<file path="config.mk">
export PLATFORM = sky130hd
export DESIGN_NAME = sram_port_arbiter
export DESIGN_NICKNAME = d
export VERILOG_FILES = /design/src/rtl/sram_port_arbiter.sv
export SDC_FILE = /design/constraint.sdc
export NUM_CORES = 1
export LEC_CHECK = 0
export BUFFER_PORTS_ARGS = -buffer_cell sky130_fd_sc_hd__buf_2
export CORE_UTILIZATION = 53
export CTS_BUF_LIST = sky130_fd_sc_hd__clkbuf_8
export DETAILED_ROUTE_END_ITERATION = 6
export GPL_TIMING_DRIVEN = 0
export MAX_ROUTING_LAYER = met4
export PLACE_DENSITY_LB_ADDON = 0.3
export SLEW_MARGIN = 15
export SYNTH_ARGS = -nofsm -noshare
export SYNTH_HDL_FRONTEND = slang
export SYNTH_SLANG_ARGS = --single-unit
</file>
<file path="constraint.sdc">
create_clock -name clk -period 2.45 [get_ports clk]
set_input_delay 0.1225 -clock clk [delete_from_list [all_inputs] [get_ports clk]]
set_output_delay 0.1225 -clock clk [all_outputs]
set_load 0.1 [all_outputs]
</file>
<file path="src/rtl/sram_port_arbiter.sv">
// sram_port_arbiter: shares one asynchronous SRAM between a buffered write path
// (4-entry FIFO fed by the SPI command path) and a single-outstanding display
// read path. Reads normally win, but after four consecutive reads with writes
// waiting a write is forced through. Every access is a fixed 2-cycle sequence
// (strobe + capture/release), so the SRAM timing is set by the clock.
//
// Ports:
//   clk, rst_n            clock (rising edge), asynchronous active-low reset
//   wr_valid/wr_ready     write handshake; wr_addr {page,offset}, wr_data pixel
//   rd_req, rd_addr       one-cycle read request pulse and its address
//   rd_data, rd_valid     captured read word and its one-cycle valid pulse
//   rd_overrun            sticky: a read request arrived while one was pending
//   sram_*                SRAM pins; all are registered, dq_oe never overlaps oe_n=0
module sram_port_arbiter (
  input  logic        clk,
  input  logic        rst_n,
  input  logic        wr_valid,
  output logic        wr_ready,
  input  logic [17:0] wr_addr,
  input  logic [23:0] wr_data,
  input  logic        rd_req,
  input  logic [17:0] rd_addr,
  output logic [23:0] rd_data,
  output logic        rd_valid,
  output logic        rd_overrun,
  output logic [17:0] sram_addr,
  output logic [23:0] sram_dq_out,
  output logic        sram_dq_oe,
  input  logic [23:0] sram_dq_in,
  output logic        sram_we_n,
  output logic        sram_oe_n
);

  localparam int unsigned ADDR_W     = 18;
  localparam int unsigned DATA_W     = 24;
  localparam int unsigned DEPTH      = 4;
  localparam int unsigned PTR_W      = 2;
  localparam int unsigned CNT_W      = 3;
  localparam int unsigned STREAK_W   = 3;
  localparam int unsigned STREAK_MAX = 4;

  localparam logic [2:0] S_IDLE   = 3'd0;
  localparam logic [2:0] S_RD_STB = 3'd1;
  localparam logic [2:0] S_RD_CAP = 3'd2;
  localparam logic [2:0] S_WR_STB = 3'd3;
  localparam logic [2:0] S_WR_REL = 3'd4;

  typedef struct packed {
    logic [ADDR_W-1:0] addr;
    logic [DATA_W-1:0] data;
  } wr_entry_t;

  logic [2:0]          r_state, w_state_nxt;
  wr_entry_t           r_fifo [DEPTH];
  wr_entry_t           w_head;
  logic [PTR_W-1:0]    r_wr_ptr, r_rd_ptr;
  logic [CNT_W-1:0]    r_count, w_count_nxt;
  logic                r_wr_ready;
  logic                w_push, w_pop;
  logic [STREAK_W-1:0] r_rd_streak, w_rd_streak_nxt;
  logic                r_rd_pend;
  logic [ADDR_W-1:0]   r_rd_addr;
  logic [DATA_W-1:0]   r_rd_data;
  logic                r_rd_valid, r_rd_overrun;
  logic                w_rd_clr, w_rd_accept, w_rd_drop;
  logic [ADDR_W-1:0]   r_sram_addr, w_sram_addr_nxt;
  logic [DATA_W-1:0]   r_sram_dq_out, w_sram_dq_out_nxt;
  logic                r_sram_dq_oe, w_sram_dq_oe_nxt;
  logic                r_sram_we_n, w_sram_we_n_nxt;
  logic                r_sram_oe_n, w_sram_oe_n_nxt;

  assign w_head = r_fifo[r_rd_ptr];
  assign w_push = wr_valid & r_wr_ready;
  assign w_pop  = (r_state == S_WR_REL);

  // Pending read retires at the edge ending RD_CAP; a request on that same
  // edge starts a fresh read instead of counting as an overrun.
  assign w_rd_clr    = (r_state == S_RD_CAP);
  assign w_rd_accept = rd_req & (~r_rd_pend | w_rd_clr);
  assign w_rd_drop   = rd_req & r_rd_pend & ~w_rd_clr;

  // Next-state: bounded read priority, writes drain when reads back off.
  always_comb begin
    w_state_nxt = r_state;
    case (r_state)
      S_IDLE: begin
        if (r_rd_pend && (r_rd_streak < STREAK_W'(STREAK_MAX))) begin
          w_state_nxt = S_RD_STB;
        end else if (r_count != '0) begin
          w_state_nxt = S_WR_STB;
        end else if (r_rd_pend) begin
          w_state_nxt = S_RD_STB;
        end
      end
      S_RD_STB: w_state_nxt = S_RD_CAP;
      S_RD_CAP: w_state_nxt = S_IDLE;
      S_WR_STB: w_state_nxt = S_WR_REL;
      S_WR_REL: w_state_nxt = S_IDLE;
      default:  w_state_nxt = S_IDLE;
    endcase
  end

  // FIFO occupancy; push is already gated by wr_ready so it never overflows.
  always_comb begin
    w_count_nxt = r_count;
    case ({w_push, w_pop})
      2'b10:   w_count_nxt = r_count + CNT_W'(1);
      2'b01:   w_count_nxt = r_count - CNT_W'(1);
      default: w_count_nxt = r_count;
    endcase
  end

  // Consecutive reads granted while writes wait.
  always_comb begin
    w_rd_streak_nxt = r_rd_streak;
    if (r_count == '0) begin
      w_rd_streak_nxt = '0;
    end else if ((r_state == S_IDLE) && (w_state_nxt == S_WR_STB)) begin
      w_rd_streak_nxt = '0;
    end else if ((r_state == S_IDLE) && (w_state_nxt == S_RD_STB) &&
                 (r_rd_streak < STREAK_W'(STREAK_MAX))) begin
      w_rd_streak_nxt = r_rd_streak + STREAK_W'(1);
    end
  end

  // SRAM pins are decoded from the next state and registered, so they line up
  // with the state they belong to. dq_oe is only ever raised in write states.
  always_comb begin
    w_sram_addr_nxt   = r_sram_addr;
    w_sram_dq_out_nxt = r_sram_dq_out;
    w_sram_dq_oe_nxt  = 1'b0;
    w_sram_we_n_nxt   = 1'b1;
    w_sram_oe_n_nxt   = 1'b1;
    case (w_state_nxt)
      S_RD_STB, S_RD_CAP: begin
        w_sram_addr_nxt = r_rd_addr;
        w_sram_oe_n_nxt = 1'b0;
      end
      S_WR_STB: begin
        w_sram_addr_nxt   = w_head.addr;
        w_sram_dq_out_nxt = w_head.data;
        w_sram_dq_oe_nxt  = 1'b1;
        w_sram_we_n_nxt   = 1'b0;
      end
      S_WR_REL: begin
        w_sram_dq_oe_nxt = 1'b1;
      end
      default: begin
      end
    endcase
  end

  // State, FIFO control, read tracking and pin registers.
  always_ff @(posedge clk or negedge rst_n) begin
    if (!rst_n) begin
      r_state       <= S_IDLE;
      r_wr_ptr      <= '0;
      r_rd_ptr      <= '0;
      r_count       <= '0;
      r_wr_ready    <= 1'b1;
      r_rd_streak   <= '0;
      r_rd_pend     <= 1'b0;
      r_rd_addr     <= '0;
      r_rd_data     <= '0;
      r_rd_valid    <= 1'b0;
      r_rd_overrun  <= 1'b0;
      r_sram_addr   <= '0;
      r_sram_dq_out <= '0;
      r_sram_dq_oe  <= 1'b0;
      r_sram_we_n   <= 1'b1;
      r_sram_oe_n   <= 1'b1;
    end else begin
      r_state     <= w_state_nxt;
      r_count     <= w_count_nxt;
      r_wr_ready  <= (w_count_nxt < CNT_W'(DEPTH));
      r_rd_streak <= w_rd_streak_nxt;
      if (w_push) r_wr_ptr <= r_wr_ptr + PTR_W'(1);
      if (w_pop)  r_rd_ptr <= r_rd_ptr + PTR_W'(1);

      if (w_rd_accept) begin
        r_rd_pend <= 1'b1;
        r_rd_addr <= rd_addr;
      end else if (w_rd_clr) begin
        r_rd_pend <= 1'b0;
      end
      if (w_rd_drop) r_rd_overrun <= 1'b1;
      if (w_rd_clr)  r_rd_data    <= sram_dq_in;
      r_rd_valid <= w_rd_clr;

      r_sram_addr   <= w_sram_addr_nxt;
      r_sram_dq_out <= w_sram_dq_out_nxt;
      r_sram_dq_oe  <= w_sram_dq_oe_nxt;
      r_sram_we_n   <= w_sram_we_n_nxt;
      r_sram_oe_n   <= w_sram_oe_n_nxt;
    end
  end

  // FIFO storage needs no reset: pointers and count define what is valid.
  always_ff @(posedge clk) begin
    if (w_push) r_fifo[r_wr_ptr] <= {wr_addr, wr_data};
  end

  assign wr_ready    = r_wr_ready;
  assign rd_data     = r_rd_data;
  assign rd_valid    = r_rd_valid;
  assign rd_overrun  = r_rd_overrun;
  assign sram_addr   = r_sram_addr;
  assign sram_dq_out = r_sram_dq_out;
  assign sram_dq_oe  = r_sram_dq_oe;
  assign sram_we_n   = r_sram_we_n;
  assign sram_oe_n   = r_sram_oe_n;

endmodule

</file>
# Word-level counts from Yosys, hierarchy flattened
# Memories as Yosys holds them, arrays and structs flattened.
# Cells that the tools add are included.
# op_classes
addsub	5
mul	0
div	0
magnitude_cmp	2
eq_ne	10
n_shift	0
muxes	16
bitwise	7
reduce_logical	12
# ops
operator	count
18-bit one-hot mux with 2 select lines	1
3-bit two-way mux	6
3-bit by 2-bit equality test with 1-bit output (second input constant)	4
3-bit one-hot mux with 3 select lines	1
1-bit two-way mux	7
3-bit by 1-bit adder with 3-bit output (second input constant)	2
3-bit by 1-bit equality test with 1-bit output (second input constant)	2
3-bit equality test (second input constant)	2
3-bit logical NOT	2
3-bit less-than comparator (second input constant)	2
3-bit one-hot mux with 2 select lines	1
3-bit nonzero test	2
2-bit by 1-bit adder with 2-bit output (second input constant)	2
1-bit AND	4
1-bit logical AND	4
2-bit nonzero test	2
2-bit OR reduction	2
3-bit by 1-bit subtractor with 3-bit output (second input constant)	1
2-bit by 1-bit equality test with 1-bit output (second input constant)	1
2-bit equality test (second input constant)	1
1-bit NOT	2
1-bit OR	1
# word_totals
ff_bits	104
latchBits	0
mem_bits_rw	168
rom_bits	0
output_inout_bits	72
word_cells	69
memories	1
# mem_list
name	depth	width	rd	rd_ports_with_merged_regs	wr	line_no	source
r_fifo	4	42	1	0	1	54	wr_entry_t r_fifo [DEPTH];

# Logic depth before layout (Yosys ltp)
# logic_depth
ltp_word	10
depth_mapped	8
depth_no_buf	7

# Least setup slack after synthesis
# OpenSTA, ideal clock, no wires.
# synth_timing
path_kind	register to register
startpoint	register r_wr_ready (netlist: wr_ready)
endpoint	memory r_fifo[0][0] (netlist name), enable pin
t_arrival_ns	2.025
t_required_ns	2.046
setup_slack_ns	0.021
path_stages_with_launch	2
path_buffers	0
path_cell_list	dfstp_2 and3_1
# synth_via
elab_chain_len	3
# synth_lines
item	line_no	source
start: declaration	58	logic r_wr_ready;
start signal: assignment	175	r_wr_ready <= (w_count_nxt < CNT_W'(DEPTH));
1-bit AND	73	assign w_push = wr_valid & r_wr_ready;
1-bit two-way mux	200	if (w_push) r_fifo[r_wr_ptr] <= {wr_addr, wr_data};
1-bit two-way mux (not written as such)	200	
end: declaration	54	
# No other way between the ends.

# Worst setup path in the final report
# layout_timing
startpoint	register r_state[0]
endpoint	register r_count[1]
# layout_via
elab_chain_len	3
# layout_lines
item	line_no	source
start: declaration	53	logic [2:0] r_state, w_state_nxt;
start signal: assignment	173	r_state <= w_state_nxt;
3-bit equality test (*)	74	assign w_pop = (r_state == S_WR_REL);
2-bit by 1-bit equality test with 1-bit output or 2-bit equality test (tied branches)	106	case ({w_push, w_pop})
3-bit one-hot mux with 2 select lines (*)	106	
end signal: assignment	174	r_count <= w_count_nxt;
end: declaration	57	logic [CNT_W-1:0] r_count, w_count_nxt;
# Mark *: on every way between the ends. The rest lies on a longest branch, timed or not.
# A chain may end at the register's enable or synchronous reset.

==> flow_summary.json <==
{
  "status": "finished clean",
  "start_util_pct": 54.5,
  "clock_latency_ns": 0.53,
  "layout.nets": 904,
  "yosys.area_share.xor_xnor_pct": 0.512,
  "arrival_ns": 2.55,
  "cts.clk_slew.worst_paths_ns": 0.06,
  "placed_area_sq_um": 11500,
  "yosys_warnings": 0,
  "cts_root_buffer": "clkbuf_8",
  "avgRoutedWirePerCell_um": 18.8,
  "synth_top_area_share_pct": 49.2,
  "relSlewSlack_pct": 54.2,
  "synthesis.area_sq_um": 10300,
  "yosysMostFrequentCell": "edfxtp_1",
  "port_buffers": 159,
  "synth.area.top_cells": "edfxtp_1 49%, dfrtp_1 25%, mux4_2 9.2%, mux2_2 6.4%, mux2i_1 1.8%",
  "wirelength_um": 20700,
  "die_h_um": 141,
  "gr-total-overflow": 0,
  "syn_inst": 513,
  "row_count": 50,
  "grt_max_degree": 79,
  "via_per_inst": 5.18,
  "die_w_um": 141,
  "final-setup-viol-count": 0,
  "seq_area_frac_synth_pct": 74.6,
  "cts_inserted_buffers": 43,
  "tns_ns": 0,
  "cp.required_ns": 2.86,
  "r2r_cells": 5,
  "grt_usage_pct": 22.6,
  "drt-pass1-iter-count": 4,
  "worstReg2RegEnd": "r_count[1]",
  "maxSlewViolCount": 0,
  "hp-class": "in -> async",
  "skew_ns": 0.0167,
  "synth_top_family_by_area": "multiplexers",
  "gp_congestion": 0.806,
  "dr.first_iter.drc_count": 214,
  "hold_ws_ns": 0.0635,
  "cts_tree": "done",
  "cts_hold_buf": 87,
  "via_count": 5701,
  "tightestPinTransition_ns": 0.688,
  "postSynth.asyncResetShare_pct": 38.2,
  "cts_resized": 0,
  "htreeDepth": 2,
  "synth_edf_count": 168,
  "clock-sinks": 272,
  "period_needed_ns": 2.14,
  "grt_setup_unrepaired": "no",
  "placeableCoreArea_sq_um": 18800,
  "finalCritPeriodShare_pct": 87.2,
  "hold_violations": 0,
  "syn_avg_cell_area_sq_um": 20.0,
  "antenna_left": 0,
  "synth_ff_type": "edfxtp_1",
  "grt_pass1_vias": 6327,
  "grt_pass1_wl_um": 32800,
  "post_cts_buffers": 0,
  "dp_hpwl_um": 12500,
  "fmax_ghz": 0.468,
  "clock_path_buffers": 3,
  "antenna_found_initial": 1,
  "drive_gt1_share_pct": 42.4,
  "synth-compound-area-share_pct": 1.30,
  "synth_nets": 608,
  "io_pins": 160,
  "maxCapViolCount": 0,
  "worstSetupStartpointType": "flop",
  "ys_types": 35,
  "muxShareOfSynthArea_pct": 18.8,
  "final_area_sq_um": 13200,
  "timing.rr.start": "r_state[0]",
  "ys_top_cells_by_count": "168 x edfxtp_1, 101 x dfrtp_1, 58 x mux2_2",
  "setup.worst_path.class": "reg -> reg",
  "route.detailed.drc": 0,
  "ys_seq_elements": 272,
  "yosysTopAreaCell": "edfxtp_1",
  "synthSimpleGateAreaFrac_pct": 2.57,
  "end_kind": "flop",
  "dieArea_sq_um": 19900,
  "cp_max_fo": 7,
  "syn2layout_area_growth_pct": 28.2,
  "rrSetupSlack_ns": 0.31,
  "synth_adder_area_share_pct": 0.927
}
## worst max-delay path: stages (launching register included)
cell	delay, ns
dfrtp_1	0.35
buf_2	0.17
nor3b_1	0.49
ha_1	0.31
fa_1	0.43
mux2_2	0.27
## worst max-delay path by stage
stage	start	end	cells after the start
2_1_floorplan	wr_ready	r_fifo[0][0]	1
3_3_place_gp	r_wr_ptr[0]	r_fifo[0][37]	3
3_5_place_dp	r_rd_ptr[1]	sram_addr[13]	5
4_1_cts	r_state[0]	r_count[1]	5
5_1_grt	r_state[0]	r_count[1]	5
6_report	r_state[0]	r_count[1]	5
## routing by layer
layer  up-vias  part of all wire (%)  global-route usage (%)
li1       2586                     -                       -
met1      2866                    42                    27.8
met2       207                    50                    37.3
met3        42                   5.9                    4.35
met4         0                   2.1                    8.58
met5         -                     0                       -
## registers in the layout (all words and copies together) (netlist names), 2 cells and up
signal and cells:
r_rd_ptr 2, r_rd_streak 3, r_wr_ptr 2, r_fifo 168, sram_dq_out 24, sram_addr 18
r_state 3, rd_data 24, r_rd_addr 18, r_count 3
## layout make-up
type / count / area [sq um]
antenna: 1 / 2.50
sequential: 272 / 7650
inverter: 4 / 15.0
timing repair buffer: 251 / 1780
tap: 260 / 325
multi-input combinational: 215 / 2480
buffer: 22 / 121
fill: 1205 / 5680
clock buffer: 48 / 661
clock inverter: 28 / 118
## stage by stage
step | setup slack [ns] | std cells | util (%)
floorplan | 0.0215 | 513 | -
global placement | -0.435 | 932 | 60.5
detailed placement | 0.353 | 937 | 61.1
CTS | 0.315 | 1100 | 69.8
global route | 0.204 | 1101 | 69.9
finish | 0.314 | 1101 | 69.9
## layout by cell type (no fill, tap or decap), types with 7 or more instances in the layout
cell and count:
mux4_2 42, clkbuf_1 7, clkbuf_8 48, nand2_1 25, clkinv_2 7, buf_2 168, o21ai_0 13, clkinv_1 8
inv_1 16, mux2i_1 18, dlygate4sd3_1 87, mux2_4 10, edfxtp_1 168, mux2_2 58, dfrtp_1 101
## cell families after synthesis
| family | Yosys count |
|---|---|
| AO/OA/AOI/OAI | 23 |
| XOR/XNOR | 6 |
| adder cells (fa/ha/maj) | 7 |
| buffers and inverters | 26 |
| flip-flops | 272 |
| multiplexers | 128 |
| AND/OR/NAND/NOR | 51 |
Power is left out: the tool's default activity adds up to more than one toggle a clock period on the data nets, which glitch-free logic cannot reach.
